<file path="src/rtl/muldiv_sequencer_if.sv">
`default_nettype none
// ============================================================================
// Module      : muldiv_sequencer_if
// Description : Request/response bundle between the execute stage and the
//               RV32M multiply/divide sequencer.
//               master : pipeline side (drives start/funct3/a/b)
//               slave  : sequencer side (drives busy/done/result/stall)
// Ports       : start, funct3[2:0], a[WIDTH-1:0], b[WIDTH-1:0] (requests)
//               busy, done, result[WIDTH-1:0], stall (responses)
// Revision    : 1.0 - initial release
// ============================================================================
interface muldiv_sequencer_if #(
    parameter int WIDTH = 32
);
    logic             start;
    logic [2:0]       funct3;
    logic [WIDTH-1:0] a;
    logic [WIDTH-1:0] b;
    logic             busy;
    logic             done;
    logic [WIDTH-1:0] result;
    logic             stall;

    modport master (
        output start, funct3, a, b,
        input  busy, done, result, stall
    );

    modport slave (
        input  start, funct3, a, b,
        output busy, done, result, stall
    );
endinterface
`default_nettype wire

</file>
<file path="src/rtl/muldiv_sequencer.sv">
`default_nettype none
// ============================================================================
// Module      : muldiv_sequencer
// Description : Iterative RV32M multiply/divide unit for the execute stage.
//               Shift-add multiply and restoring divide on operand
//               magnitudes, one bit per cycle over WIDTH cycles, followed by
//               a sign-fix cycle. Divide-by-zero and signed overflow are
//               resolved at accept and complete in one cycle.
// Ports       : clk       - clock, rising edge
//               rst       - synchronous active-high reset
//               bus.start - request, accepted in IDLE or DONE
//               bus.funct3- operation select (RV32M funct3 encoding)
//               bus.a/b   - rs1/rs2 operands, sampled on accept
//               bus.busy  - high in CALC and FIX
//               bus.done  - one-cycle pulse, result valid
//               bus.result- registered result, held until next accept
//               bus.stall - hold the instruction in EX
// Revision    : 1.0 - initial release
// ============================================================================
module muldiv_sequencer #(
    parameter int WIDTH = 32
) (
    input  logic                clk,
    input  logic                rst,
    muldiv_sequencer_if.slave   bus
);

    localparam logic [1:0] c_ST_IDLE = 2'd0;
    localparam logic [1:0] c_ST_CALC = 2'd1;
    localparam logic [1:0] c_ST_FIX  = 2'd2;
    localparam logic [1:0] c_ST_DONE = 2'd3;

    localparam logic [5:0]         c_CNT_LAST = 6'(WIDTH - 1);
    localparam logic [WIDTH-1:0]   c_ZERO     = '0;
    localparam logic [WIDTH-1:0]   c_ONES     = '1;
    localparam logic [WIDTH-1:0]   c_ONE      = WIDTH'(1);
    localparam logic [WIDTH-1:0]   c_INT_MIN  = {1'b1, {(WIDTH-1){1'b0}}};
    localparam logic [2*WIDTH-1:0] c_ONE_2W   = (2*WIDTH)'(1);

    // ------------------------------------------------------------------
    // State
    // ------------------------------------------------------------------
    logic [1:0]         state_q,  state_d;
    logic [5:0]         cnt_q,    cnt_d;
    logic [2:0]         op_q,     op_d;
    logic               sa_q,     sa_d;
    logic               sb_q,     sb_d;
    // Multiply: {product_hi, multiplier/product_lo}
    // Divide  : {remainder, dividend/quotient}
    logic [2*WIDTH-1:0] acc_q,    acc_d;
    // Multiplicand magnitude (multiply) or divisor magnitude (divide)
    logic [WIDTH-1:0]   opnd_q,   opnd_d;
    logic [WIDTH-1:0]   result_q, result_d;

    // ------------------------------------------------------------------
    // Accept-time decode
    // ------------------------------------------------------------------
    logic               w_accept;
    logic               w_is_div;
    logic               w_sa;
    logic               w_sb;
    logic [WIDTH-1:0]   w_a_mag;
    logic [WIDTH-1:0]   w_b_mag;
    logic               w_div_zero;
    logic               w_div_ovf;
    logic [WIDTH-1:0]   w_special_res;

    always_comb begin
        w_accept = bus.start & ~rst &
                   ((state_q == c_ST_IDLE) | (state_q == c_ST_DONE));
        w_is_div = bus.funct3[2];

        // a is signed for MUL, MULH, MULHSU, DIV, REM
        unique case (bus.funct3)
            3'b000, 3'b001, 3'b010, 3'b100, 3'b110: w_sa = bus.a[WIDTH-1];
            default:                                w_sa = 1'b0;
        endcase
        // b is signed for MUL, MULH, DIV, REM (MULHSU treats b as unsigned)
        unique case (bus.funct3)
            3'b000, 3'b001, 3'b100, 3'b110: w_sb = bus.b[WIDTH-1];
            default:                        w_sb = 1'b0;
        endcase

        w_a_mag = w_sa ? (~bus.a + c_ONE) : bus.a;
        w_b_mag = w_sb ? (~bus.b + c_ONE) : bus.b;

        w_div_zero = w_is_div & (bus.b == c_ZERO);
        // Signed overflow only exists for DIV/REM (funct3[0] clear)
        w_div_ovf  = w_is_div & ~bus.funct3[0] &
                     (bus.a == c_INT_MIN) & (bus.b == c_ONES);

        // funct3[1] distinguishes REM/REMU from DIV/DIVU
        if (w_div_zero) begin
            w_special_res = bus.funct3[1] ? bus.a : c_ONES;
        end else begin
            w_special_res = bus.funct3[1] ? c_ZERO : c_INT_MIN;
        end
    end

    // ------------------------------------------------------------------
    // Iteration datapath
    // ------------------------------------------------------------------
    logic [WIDTH:0]     w_mul_sum;
    logic [2*WIDTH-1:0] w_mul_next;
    logic [WIDTH:0]     w_rem_sh;
    logic [WIDTH:0]     w_trial;
    logic [2*WIDTH-1:0] w_div_next;

    always_comb begin
        // Multiply: conditional add into the upper half, then shift the
        // whole accumulator (including the carry) right by one.
        w_mul_sum  = {1'b0, acc_q[2*WIDTH-1:WIDTH]} +
                     (acc_q[0] ? {1'b0, opnd_q} : {1'b0, c_ZERO});
        w_mul_next = {w_mul_sum, acc_q[WIDTH-1:1]};

        // Divide: the remainder always stays below the divisor, so the
        // shifted remainder fits in WIDTH+1 bits and bit WIDTH of the
        // trial difference is a clean borrow flag.
        w_rem_sh = {acc_q[2*WIDTH-1:WIDTH], acc_q[WIDTH-1]};
        w_trial  = w_rem_sh - {1'b0, opnd_q};
        if (!w_trial[WIDTH]) begin
            w_div_next = {w_trial[WIDTH-1:0], acc_q[WIDTH-2:0], 1'b1};
        end else begin
            w_div_next = {w_rem_sh[WIDTH-1:0], acc_q[WIDTH-2:0], 1'b0};
        end
    end

    // ------------------------------------------------------------------
    // Sign fix-up applied in FIX
    // ------------------------------------------------------------------
    logic [2*WIDTH-1:0] w_prod;
    logic [WIDTH-1:0]   w_quo;
    logic [WIDTH-1:0]   w_rem;
    logic [WIDTH-1:0]   w_fix_res;

    always_comb begin
        w_prod = (sa_q ^ sb_q) ? (~acc_q + c_ONE_2W) : acc_q;
        // Sign flags are zero for the unsigned ops, so no extra op
        // qualification is needed here.
        w_quo  = (sa_q ^ sb_q) ? (~acc_q[WIDTH-1:0] + c_ONE)
                               : acc_q[WIDTH-1:0];
        w_rem  = sa_q ? (~acc_q[2*WIDTH-1:WIDTH] + c_ONE)
                      : acc_q[2*WIDTH-1:WIDTH];

        unique case (op_q)
            3'b000:          w_fix_res = w_prod[WIDTH-1:0];
            3'b001, 3'b010,
            3'b011:          w_fix_res = w_prod[2*WIDTH-1:WIDTH];
            3'b100, 3'b101:  w_fix_res = w_quo;
            default:         w_fix_res = w_rem;
        endcase
    end

    // ------------------------------------------------------------------
    // Next-state logic
    // ------------------------------------------------------------------
    always_comb begin
        state_d  = state_q;
        cnt_d    = cnt_q;
        op_d     = op_q;
        sa_d     = sa_q;
        sb_d     = sb_q;
        acc_d    = acc_q;
        opnd_d   = opnd_q;
        result_d = result_q;

        if (w_accept) begin
            op_d  = bus.funct3;
            sa_d  = w_sa;
            sb_d  = w_sb;
            cnt_d = 6'd0;
            if (w_is_div) begin
                acc_d  = {c_ZERO, w_a_mag};
                opnd_d = w_b_mag;
            end else begin
                acc_d  = {c_ZERO, w_b_mag};
                opnd_d = w_a_mag;
            end

            if (w_div_zero | w_div_ovf) begin
                state_d  = c_ST_DONE;
                result_d = w_special_res;
            end else begin
                state_d  = c_ST_CALC;
            end
        end else begin
            unique case (state_q)
                c_ST_CALC: begin
                    acc_d = op_q[2] ? w_div_next : w_mul_next;
                    cnt_d = cnt_q + 6'd1;
                    if (cnt_q == c_CNT_LAST) begin
                        state_d = c_ST_FIX;
                    end
                end
                c_ST_FIX: begin
                    result_d = w_fix_res;
                    state_d  = c_ST_DONE;
                end
                c_ST_DONE: begin
                    state_d = c_ST_IDLE;
                end
                default: begin
                    state_d = c_ST_IDLE;
                end
            endcase
        end
    end

    always_ff @(posedge clk) begin
        if (rst) begin
            state_q  <= c_ST_IDLE;
            cnt_q    <= 6'd0;
            op_q     <= 3'd0;
            sa_q     <= 1'b0;
            sb_q     <= 1'b0;
            acc_q    <= '0;
            opnd_q   <= '0;
            result_q <= '0;
        end else begin
            state_q  <= state_d;
            cnt_q    <= cnt_d;
            op_q     <= op_d;
            sa_q     <= sa_d;
            sb_q     <= sb_d;
            acc_q    <= acc_d;
            opnd_q   <= opnd_d;
            result_q <= result_d;
        end
    end

    // ------------------------------------------------------------------
    // Outputs
    // ------------------------------------------------------------------
    always_comb begin
        bus.busy   = (state_q == c_ST_CALC) | (state_q == c_ST_FIX);
        bus.done   = (state_q == c_ST_DONE);
        bus.result = result_q;
        bus.stall  = ~rst & (w_accept | bus.busy);
    end

endmodule
`default_nettype wire

</file>
<file path="src/flat_wrapper.sv">
// flat-port wrapper written by rule: the top's interface ports become plain ports
module muldiv_sequencer_flat 
#(
    parameter int WIDTH = 32
)
  (clk, rst, bus_start, bus_funct3, bus_a, bus_b, bus_busy, bus_done, bus_result, bus_stall);
  muldiv_sequencer_if #(.WIDTH(WIDTH)) bus_i ();
  input  logic clk;
  input  logic rst;
  input wire logic [$bits(bus_i.start)-1:0] bus_start;
  input wire logic [$bits(bus_i.funct3)-1:0] bus_funct3;
  input wire logic [$bits(bus_i.a)-1:0] bus_a;
  input wire logic [$bits(bus_i.b)-1:0] bus_b;
  output wire logic [$bits(bus_i.busy)-1:0] bus_busy;
  output wire logic [$bits(bus_i.done)-1:0] bus_done;
  output wire logic [$bits(bus_i.result)-1:0] bus_result;
  output wire logic [$bits(bus_i.stall)-1:0] bus_stall;
  assign bus_i.start = bus_start;
  assign bus_i.funct3 = bus_funct3;
  assign bus_i.a = bus_a;
  assign bus_i.b = bus_b;
  assign bus_busy = bus_i.busy;
  assign bus_done = bus_i.done;
  assign bus_result = bus_i.result;
  assign bus_stall = bus_i.stall;
  muldiv_sequencer #(.WIDTH(WIDTH)) u_core (.clk(clk), .rst(rst), .bus(bus_i));
endmodule
</file>
<file path="config.mk">
export PLATFORM = sky130hd
export DESIGN_NAME = muldiv_sequencer_flat
export DESIGN_NICKNAME = d
export VERILOG_FILES = /design/src/rtl/muldiv_sequencer_if.sv /design/src/rtl/muldiv_sequencer.sv /design/src/flat_wrapper.sv
export SDC_FILE = /design/constraint.sdc
export NUM_CORES = 1
export LEC_CHECK = 0
export CAP_MARGIN = 20
export CORE_AREA = 3 3 205 167
export CTS_BUF_LIST = sky130_fd_sc_hd__clkbuf_2
export CTS_CLUSTER_SIZE = 30
export DETAILED_ROUTE_END_ITERATION = 10
export DIE_AREA = 0 0 208 170
export PLACE_DENSITY = 0.68
export SYNTH_ARGS = -nofsm -noshare
export SYNTH_HDL_FRONTEND = slang
export SYNTH_SLANG_ARGS = --single-unit
</file>
<file path="constraint.sdc">
create_clock -name clk -period 5.93 [get_ports clk]
set_clock_uncertainty 0.05 [all_clocks]
set_input_delay 1.4825 -clock clk [delete_from_list [all_inputs] [get_ports clk]]
set_output_delay 1.4825 -clock clk [all_outputs]
set_load 0.1 [all_outputs]
</file>
## Word level (Yosys, flattened, before mapping)

Cells that the tools add are included.

| cells by class | value |
|---|---|
| reduce and logical (&&, ||, !) cells | 12 |
| $add $sub $neg | 8 |
| bitwise operators | 19 |
| equality and inequality tests | 17 |
| mux-type cells | 25 |

Operators by type and width:

| cell | number |
|---|---|
| $mux W32 | 13 |
| $mux W64 | 5 |
| $add A32 B1 Y32 const B | 4 |
| $not A32 Y32 | 4 |
| $pmux W32 S3 | 1 |
| $add A64 B1 Y64 const B | 1 |
| $eq A32 B32 Y1 const B | 2 |
| $not A64 Y64 | 1 |
| $add A32 B33 Y33 | 1 |
| $sub A33 B32 Y33 | 1 |
| $logic_not A32 Y1 | 1 |
| $eq A3 B3 Y1 const B | 4 |
| $eq A3 B2 Y1 const B | 3 |
| $and A1 B1 Y1 | 7 |
| $add A6 B1 Y6 const B | 1 |
| $eq A3 B1 Y1 const B | 2 |
| $eq A6 B5 Y1 const B | 1 |
| $logic_not A3 Y1 | 2 |
| $mux W2 | 3 |
| $reduce_or A5 Y1 | 1 |
| $eq A2 B2 Y1 const B | 2 |
| $or A1 B1 Y1 | 4 |
| $pmux W2 S2 | 1 |
| $reduce_bool A2 Y1 | 2 |
| 11 further kinds | 14 |

| storage, ports and cells | value |
|---|---|
| logic and storage cells | 89 |
| input port bits | 70 |
| register bits | 141 |

## Longest topological paths before layout

Gate-level depths: netlist of run 1.

| logic depth | value |
|---|---|
| depth after elaboration | 7 |
| depth in mapped cells | 15 |
| mapped depth without buffers | 13 |

## Worst setup path before layout of run 1

No wires, ideal clock.

| path | value |
|---|---|
| path kind | input-to-output |
| start point | in rst |
| end point | out bus_stall |
| arrival | 2,538 ps |
| setup slack | 1,859 ps |
| cell stages on the path | 3 |
| required time | 4,398 ps |
| cells stage by stage | clkbuf_1 > inv_1 > o21a_1 |

| between the ends | value |
|---|---|
| longest elaborated chain between the ends | 5 |

RTL lines:

| what | line | RTL |
|---|---|---|
| from (decl) | flat_wrapper.sv:9 | `input logic rst;` |
| $not A1 Y1 (*) | muldiv_sequencer.sv:69, muldiv_sequencer.sv:238 |  |
| $and A1 B1 Y1 (2 in series) | muldiv_sequencer.sv:69 | `w_accept = bus.start & ~rst &` |
| $or A1 B1 Y1 | muldiv_sequencer.sv:238 | `bus.stall = ~rst & (w_accept \| bus.busy);` |
| $and A1 B1 Y1 (*) | muldiv_sequencer.sv:238 |  |
| to (decl) | flat_wrapper.sv:17 | `output wire logic [$bits(bus_i.stall)-1:0] bus_stall;` |

Every way passes the cells marked *; elsewhere a longest branch is shown, timed or not.

## Worst setup path after layout of run 1

| path | value |
|---|---|
| start point | reg u_core.acc_q[31] |
| end point | reg u_core.acc_q[39] |

| between the ends | value |
|---|---|
| longest elaborated chain between the ends | 5 |

RTL lines:

| what | line | RTL |
|---|---|---|
| from (decl) | muldiv_sequencer.sv:50 | `logic [2*WIDTH-1:0] acc_q, acc_d;` |
| from (signal assigned) | muldiv_sequencer.sv:216 | `acc_q <= '0;` |
| from (signal assigned) | muldiv_sequencer.sv:225 | `acc_q <= acc_d;` |
| $sub A33 B32 Y33 | muldiv_sequencer.sv:120 | `w_trial = w_rem_sh - {1'b0, opnd_q};` |
| $mux W64 | muldiv_sequencer.sv:121 | `if (!w_trial[WIDTH]) begin` |
| $mux W64 | muldiv_sequencer.sv:189 | `acc_d = op_q[2] ? w_div_next : w_mul_next;` |
| $mux W64 | muldiv_sequencer.sv:187 | `unique case (state_q)` |
| $mux W64 | muldiv_sequencer.sv:167 | `if (w_accept) begin` |

Every way passes these cells. The select of a mux whose other input is x is not followed.
A chain may end at the register's enable or synchronous reset.

==> impl_metrics.tcl, run 1 <==
set metrics [dict create \
    ios 105 \
    die_area_mm2 0.0354 \
    post-route-period-util 0.793 \
    antenna_found_initial 1 \
    num_vias 15700 \
    syn2layout_area_growth_pct 9.88 \
    min_period_ns 4.70 \
    crit_type "register to register" \
    vdd_drop_max_mv 0.334 \
    routabilityCongestion 0.990 \
    syn-num-nets 2173 \
    r2r_slack_ns 1.23 \
    hold_viol 0 \
    drc 0 \
    cpMaxStageDelayCell "or2_2" \
    hpwl_mm 42.9 \
    grt_pass1_vias 14300 \
    clkTransAtPathRegs_ns 0.26 \
    grt_pass1_wl_mm 85.2 \
    viasPerCell 6.38 \
    cts_setup_buffers 0 \
    drv_slew 0 \
    antenna_left 0 \
    avgSynthCellArea_um2 7.12 \
    netlist_area_mm2 0.0144 \
    ys_types 78 \
    cts.sinks 141 \
    path_cells "inv_1 -> ha_1 -> fa_1 -> nand2b_1 -> a21oi_1 -> o21ai_1 -> a2111o_1 -> a21oi_1 -> o21ba_2 -> or2_2 -> buf_4 -> mux2i_1 -> o21ai_0" \
    synth-seq-cells 141 \
    grt_max_degree 70 \
    initialDrtViolationCount 1867 \
    htree_levels 4 \
    synth_cells 2028 \
    yosysWarnings 0 \
    status "finished clean" \
    start_kind "register" \
    fmax_ghz 0.213 \
    p_leak_nw 5.98 \
    die-height_um 170 \
    path_max_fanout 27 \
    p_per_area_mw_per_mm2 350 \
    firstDrtPassIters 8 \
    coreArea_mm2 0.0323 \
    slowest_delay_ns 0.69 \
    required_ns 6.59 \
    cp.arrival_ns 5.36 \
    wire_per_inst_um 22.5 \
    cts_buffer_depth 2 \
    hold_slack_ns 0.406 \
    synthArstFlopShare 0 \
    hold_path_class "register to register" \
    ctsResizeCount 0 \
    layout-drive-gt1-share 0.0481 \
    grtUsageTotal 0.304 \
    finalSetupViolations 0 \
    numPortBuffers 104 \
    die_w_um 208 \
    rsz0062_at_grt "false" \
    crit_path_frequent_cell "a21oi_1" \
    cts_tree "yes" \
    final_util 0.490 \
    synth_ff_type "dfxtp_1" \
    cts_hold_buffers 0 \
    wl_mm 55.6 \
    synth-edff-count 0 \
    clock_latency_ns 0.82 \
    initial_core_util 0.446 \
    clock-root-buffer "clkbuf_2" \
    ys_seq_area_frac 0.196 \
    overflow 0 \
    tns_ns 0 \
    crit_path_end_kind "register" \
    slew_headroom 0.199 \
    layout.nets 2170 \
    worst_pin_slew_ns 1.19 \
    cts_buffers 17 \
    rows 59 \
    max_cap_viol_count 0 \
]
[final cells by class]
cell class / instances / area (um2)
Inverter: 72 / 270
Clock buffer: 17 / 85.1
Antenna cell: 2 / 5.00
Tap cell: 427 / 534
Clock inverter: 15 / 130
Fill cell: 3241 / 16500
Multi-Input combinational cell: 1659 / 10800
Sequential cell: 141 / 2820
Timing Repair Buffer: 134 / 1250
[power by group]
| part | internal [mW] | switching [mW] | total [mW] |
|---|---|---|---|
| registers | 1.12 | 0.241 | 1.36 |
| logic | 1.20 | 2.40 | 3.60 |
| clock network | 0.128 | 0.455 | 0.584 |
[synthesized netlist by cell type, types with 29 or more instances]
library cell | n | area share
a21oi_1 | 199 | 0.069
nand2_1 | 198 | 0.051
nor2_1 | 190 | 0.049
dfxtp_1 | 141 | 0.20
o21ai_0 | 141 | 0.049
clkbuf_1 | 131 | 0.034
xnor2_1 | 105 | 0.064
xor2_1 | 85 | 0.052
ha_1 | 73 | 0.063
inv_1 | 72 | 0.019
mux2i_1 | 66 | 0.046
o211ai_1 | 56 | 0.029
nor3_1 | 45 | 0.016
o31ai_1 | 41 | 0.021
a21o_1 | 35 | 0.018
nand3_1 | 29 | 0.010
[final timing paths]
kind | start | to | cells past startpoint
setup reg to reg | u_core.acc_q[31]$_SDFFE_PP0P_ | u_core.acc_q[39]$_SDFFE_PP0P_ | 13
hold / removal | u_core.bus.result[17]$_SDFFE_PP0P_ | u_core.bus.result[17]$_SDFFE_PP0P_ | 2
setup / recovery | u_core.acc_q[31]$_SDFFE_PP0P_ | u_core.acc_q[39]$_SDFFE_PP0P_ | 13
hold reg to reg | u_core.bus.result[17]$_SDFFE_PP0P_ | u_core.bus.result[17]$_SDFFE_PP0P_ | 2
[state kept, by name, indices dropped and copies added (netlist names)]
register / count
u_core.cnt_q: 6
u_core.opnd_q: 32
u_core.sa_q: 1
u_core.acc_q: 64
u_core.sb_q: 1
u_core.bus.result: 32
u_core.op_q: 3
u_core.state_q: 2
[per-stage QoR]
step	power (mW)	std cells	instance area (um2)	setup WS (ns)
after floorplan	3.84	2028	14400	1.86
after global placement	4.82	2432	15600	0.815
after detailed placement	4.86	2432	15600	0.620
after CTS	5.45	2464	15800	1.34
after global routing	5.87	2465	15900	1.12
final	5.54	2467	15900	1.23
[placed cells by master (no fill, tap or decap), types with 25 or more instances in the layout]
master | synthesis | layout
nand2_1 | 198 | 198
a211oi_1 | 25 | 25
a21o_1 | 35 | 35
dfxtp_1 | 141 | 140
a21oi_1 | 199 | 199
nor2_1 | 190 | 188
nand3_1 | 29 | 28
ha_1 | 73 | 72
buf_4 | 0 | 31
inv_1 | 72 | 72
nand4_1 | 28 | 28
xnor2_1 | 105 | 105
mux2i_1 | 66 | 66
clkdlybuf4s50_1 | 0 | 101
nor3_1 | 45 | 45
xor2_1 | 85 | 85
o211ai_1 | 56 | 56
o31ai_1 | 41 | 40
o21ai_0 | 141 | 141
[logic make-up after synthesis]
kind of cell	synth area share
DFF	0.196
muxes	0.0468
AOI/OAI and AO/OA	0.306
adders and majority gates	0.0661
and+or+nand+nor	0.209
buffers and inverters	0.0607
xor gates and xnor gates	0.115
[routing by layer]
metal / global-route usage / vias to the layer above / part of all wire
li1: - / 7383 / -
met2: 0.441 / 845 / 0.40
met4: 0.0750 / 2 / 0.022
met3: 0.0654 / 80 / 0.11
met1: 0.455 / 7428 / 0.47
met5: 0 / - / 0.00023
[critical path, delay by kind of cell (launching register included)]
family,cells,cell delay [ns]
buf+inv,2,0.52
fa+ha+maj,2,0.68
compound gates,6,1.72
simple gates,2,0.88
flops,1,0.54
mux,1,0.21
Power figures use the tool's default switching activity.
==> inputs of run 2 (changes only) <==
==> constraint.sdc (replaced) <==
create_clock -name clk -period 4.8 [get_ports clk]
set_clock_uncertainty 0.05 [all_clocks]
set_input_delay 1.2 -clock clk [delete_from_list [all_inputs] [get_ports clk]]
set_output_delay 1.2 -clock clk [all_outputs]
set_load 0.1 [all_outputs]
==> impl_metrics.tcl, run 2 (synthesis gave the netlist of run 1 again) <==
set metrics [dict create \
    p_leak_nw 6.13 \
    holdPathStages 2 \
    slowest_delay_ns 1.14 \
    place_ws_ns 0.254 \
    tns_ns 0 \
    grt_pass1_wl_mm 87.1 \
    final_common_cell "a21oi_1" \
    path_max_fanout 5 \
    cpMaxStageDelayCell "clkdlybuf4s50_1" \
    cts.sinks 141 \
    htree_levels 4 \
    stdcell_count 2494 \
    wire_per_inst_um 22.6 \
    cts_tree "yes" \
    initial_core_util 0.446 \
    crit_path_frequent_cell "inv_1" \
    slew_headroom 0.243 \
    antenna_found_initial 4 \
    die-height_um 170 \
    cts_setup_buffers 0 \
    status "finished clean" \
    cts_hold_buffers 0 \
    hold_viol 0 \
    grtUsageTotal 0.311 \
    regMostFlops "u_core.acc_q" \
    crit_path_end_kind "output pin" \
    hold_path_class "register to register" \
    numPortBuffers 104 \
    clock-root-buffer "clkbuf_2" \
    cp.arrival_ns 2.99 \
    hpwl_mm 43.7 \
    routabilityCongestion 1.02 \
    layout.nets 2197 \
    worst_pin_slew_ns 1.12 \
    firstDrtPassIters 8 \
    ios 105 \
    worst_slack_ns 0.563 \
    rows 59 \
    num_vias 15900 \
    crit_type "register to output pin" \
    die_w_um 208 \
    cts_buffers 17 \
    fmax_ghz 0.236 \
    hold_slack_ns 0.409 \
    vdd_drop_max_mv 0.424 \
    syn2layout_area_growth_pct 11.5 \
    grt_max_degree 88 \
    layout-drive-gt1-share 0.0615 \
    drc 0 \
    post-route-period-util 0.883 \
    total_power_mw 6.92 \
    required_ns 3.55 \
    coreArea_mm2 0.0323 \
    initialDrtViolationCount 2002 \
    clkTransAtPathRegs_ns 0.26 \
    layout_common_cells "a21oi_1, nand2_1, nor2_1, o21ai_0, dfxtp_1" \
    ctsResizeCount 0 \
    antenna_left 0 \
    p_per_area_mw_per_mm2 430 \
    finalSetupViolations 0 \
    largest_reg_flops 64 \
    reg2reg_depth 13 \
    min_period_ns 4.24 \
    overflow 0 \
    wl_mm 56.4 \
    rsz0062_at_grt "false" \
    clock_latency_ns 0.87 \
    die_area_mm2 0.0354 \
    drv_slew 0 \
    path_cells "inv_1 -> ha_1 -> inv_1 -> clkdlybuf4s50_1" \
    max_cap_viol_count 0 \
    dp_cells 2459 \
    start_kind "register" \
    grt_pass1_vias 14700 \
    viasPerCell 6.37 \
    cts_buffer_depth 2 \
]
run 2: cell types whose count changed in the layout (fill, tap and decap cells not counted), moves of 2 or more:
| cell | delta |
|---|---|
| inv_6 | -2 |
| buf_4 | +25 |
| clkinv_1 | -2 |
| clkinv_2 | +2 |
| inv_8 | +2 |
run 2: worst paths after layout:
check / from / to / slack (ns)
max reg2reg: u_core.acc_q[31]$_SDFFE_PP0P_ / u_core.acc_q[58]$_SDFFE_PP0P_ / 0.66
min: u_core.bus.result[22]$_SDFFE_PP0P_ / u_core.bus.result[22]$_SDFFE_PP0P_ / 0.41
min reg2reg: u_core.bus.result[22]$_SDFFE_PP0P_ / u_core.bus.result[22]$_SDFFE_PP0P_ / 0.41
max: u_core.state_q[0]$_SDFFE_PP0P_ / bus_busy / 0.56
run 2: where the power goes:
group | switching, mW | total, mW | internal (mW)
clock network | 0.557 | 0.767 | 0.210
logic | 2.95 | 4.47 | 1.52
registers | 0.297 | 1.68 | 1.38
total | 3.80 | 6.92 | 3.11
run 2: metal layers:
metal | vias up | track usage | share of wire | routed length, um
li1 | 7436 | - | - | -
met1 | 7468 | 0.461 | 0.46 | 26100
met2 | 880 | 0.459 | 0.41 | 23200
met3 | 104 | 0.0573 | 0.10 | 5650
met4 | 4 | 0.0835 | 0.025 | 1410
met5 | - | 0 | 0.00046 | 26
run 2: area by class of cell:
cell class | count | area [um2]
fill | 3265 | 16200
multi-input combinational | 1659 | 10800
sequential | 141 | 2820
timing repair buffer | 161 | 1470
tap | 427 | 534
inverter | 72 | 270
clock inverter | 15 | 150
clock buffer | 17 | 85.1
antenna | 2 | 5.00
run 2: stage by stage:
| step | util | area, um2 |
|---|---|---|
| floorplan | - | 14400 |
| global placement | 0.490 | 15800 |
| detailed placement | 0.490 | 15800 |
| CTS | 0.497 | 16100 |
| global route | 0.498 | 16100 |
| finish | 0.498 | 16100 |
run 2: worst max-delay path: cells and delay by family, from the launching register on:
kind / cells / cell delay (ns)
DFF: 1 / 0.43
buffers and inverters: 3 / 1.31
adders and majority gates: 1 / 0.37
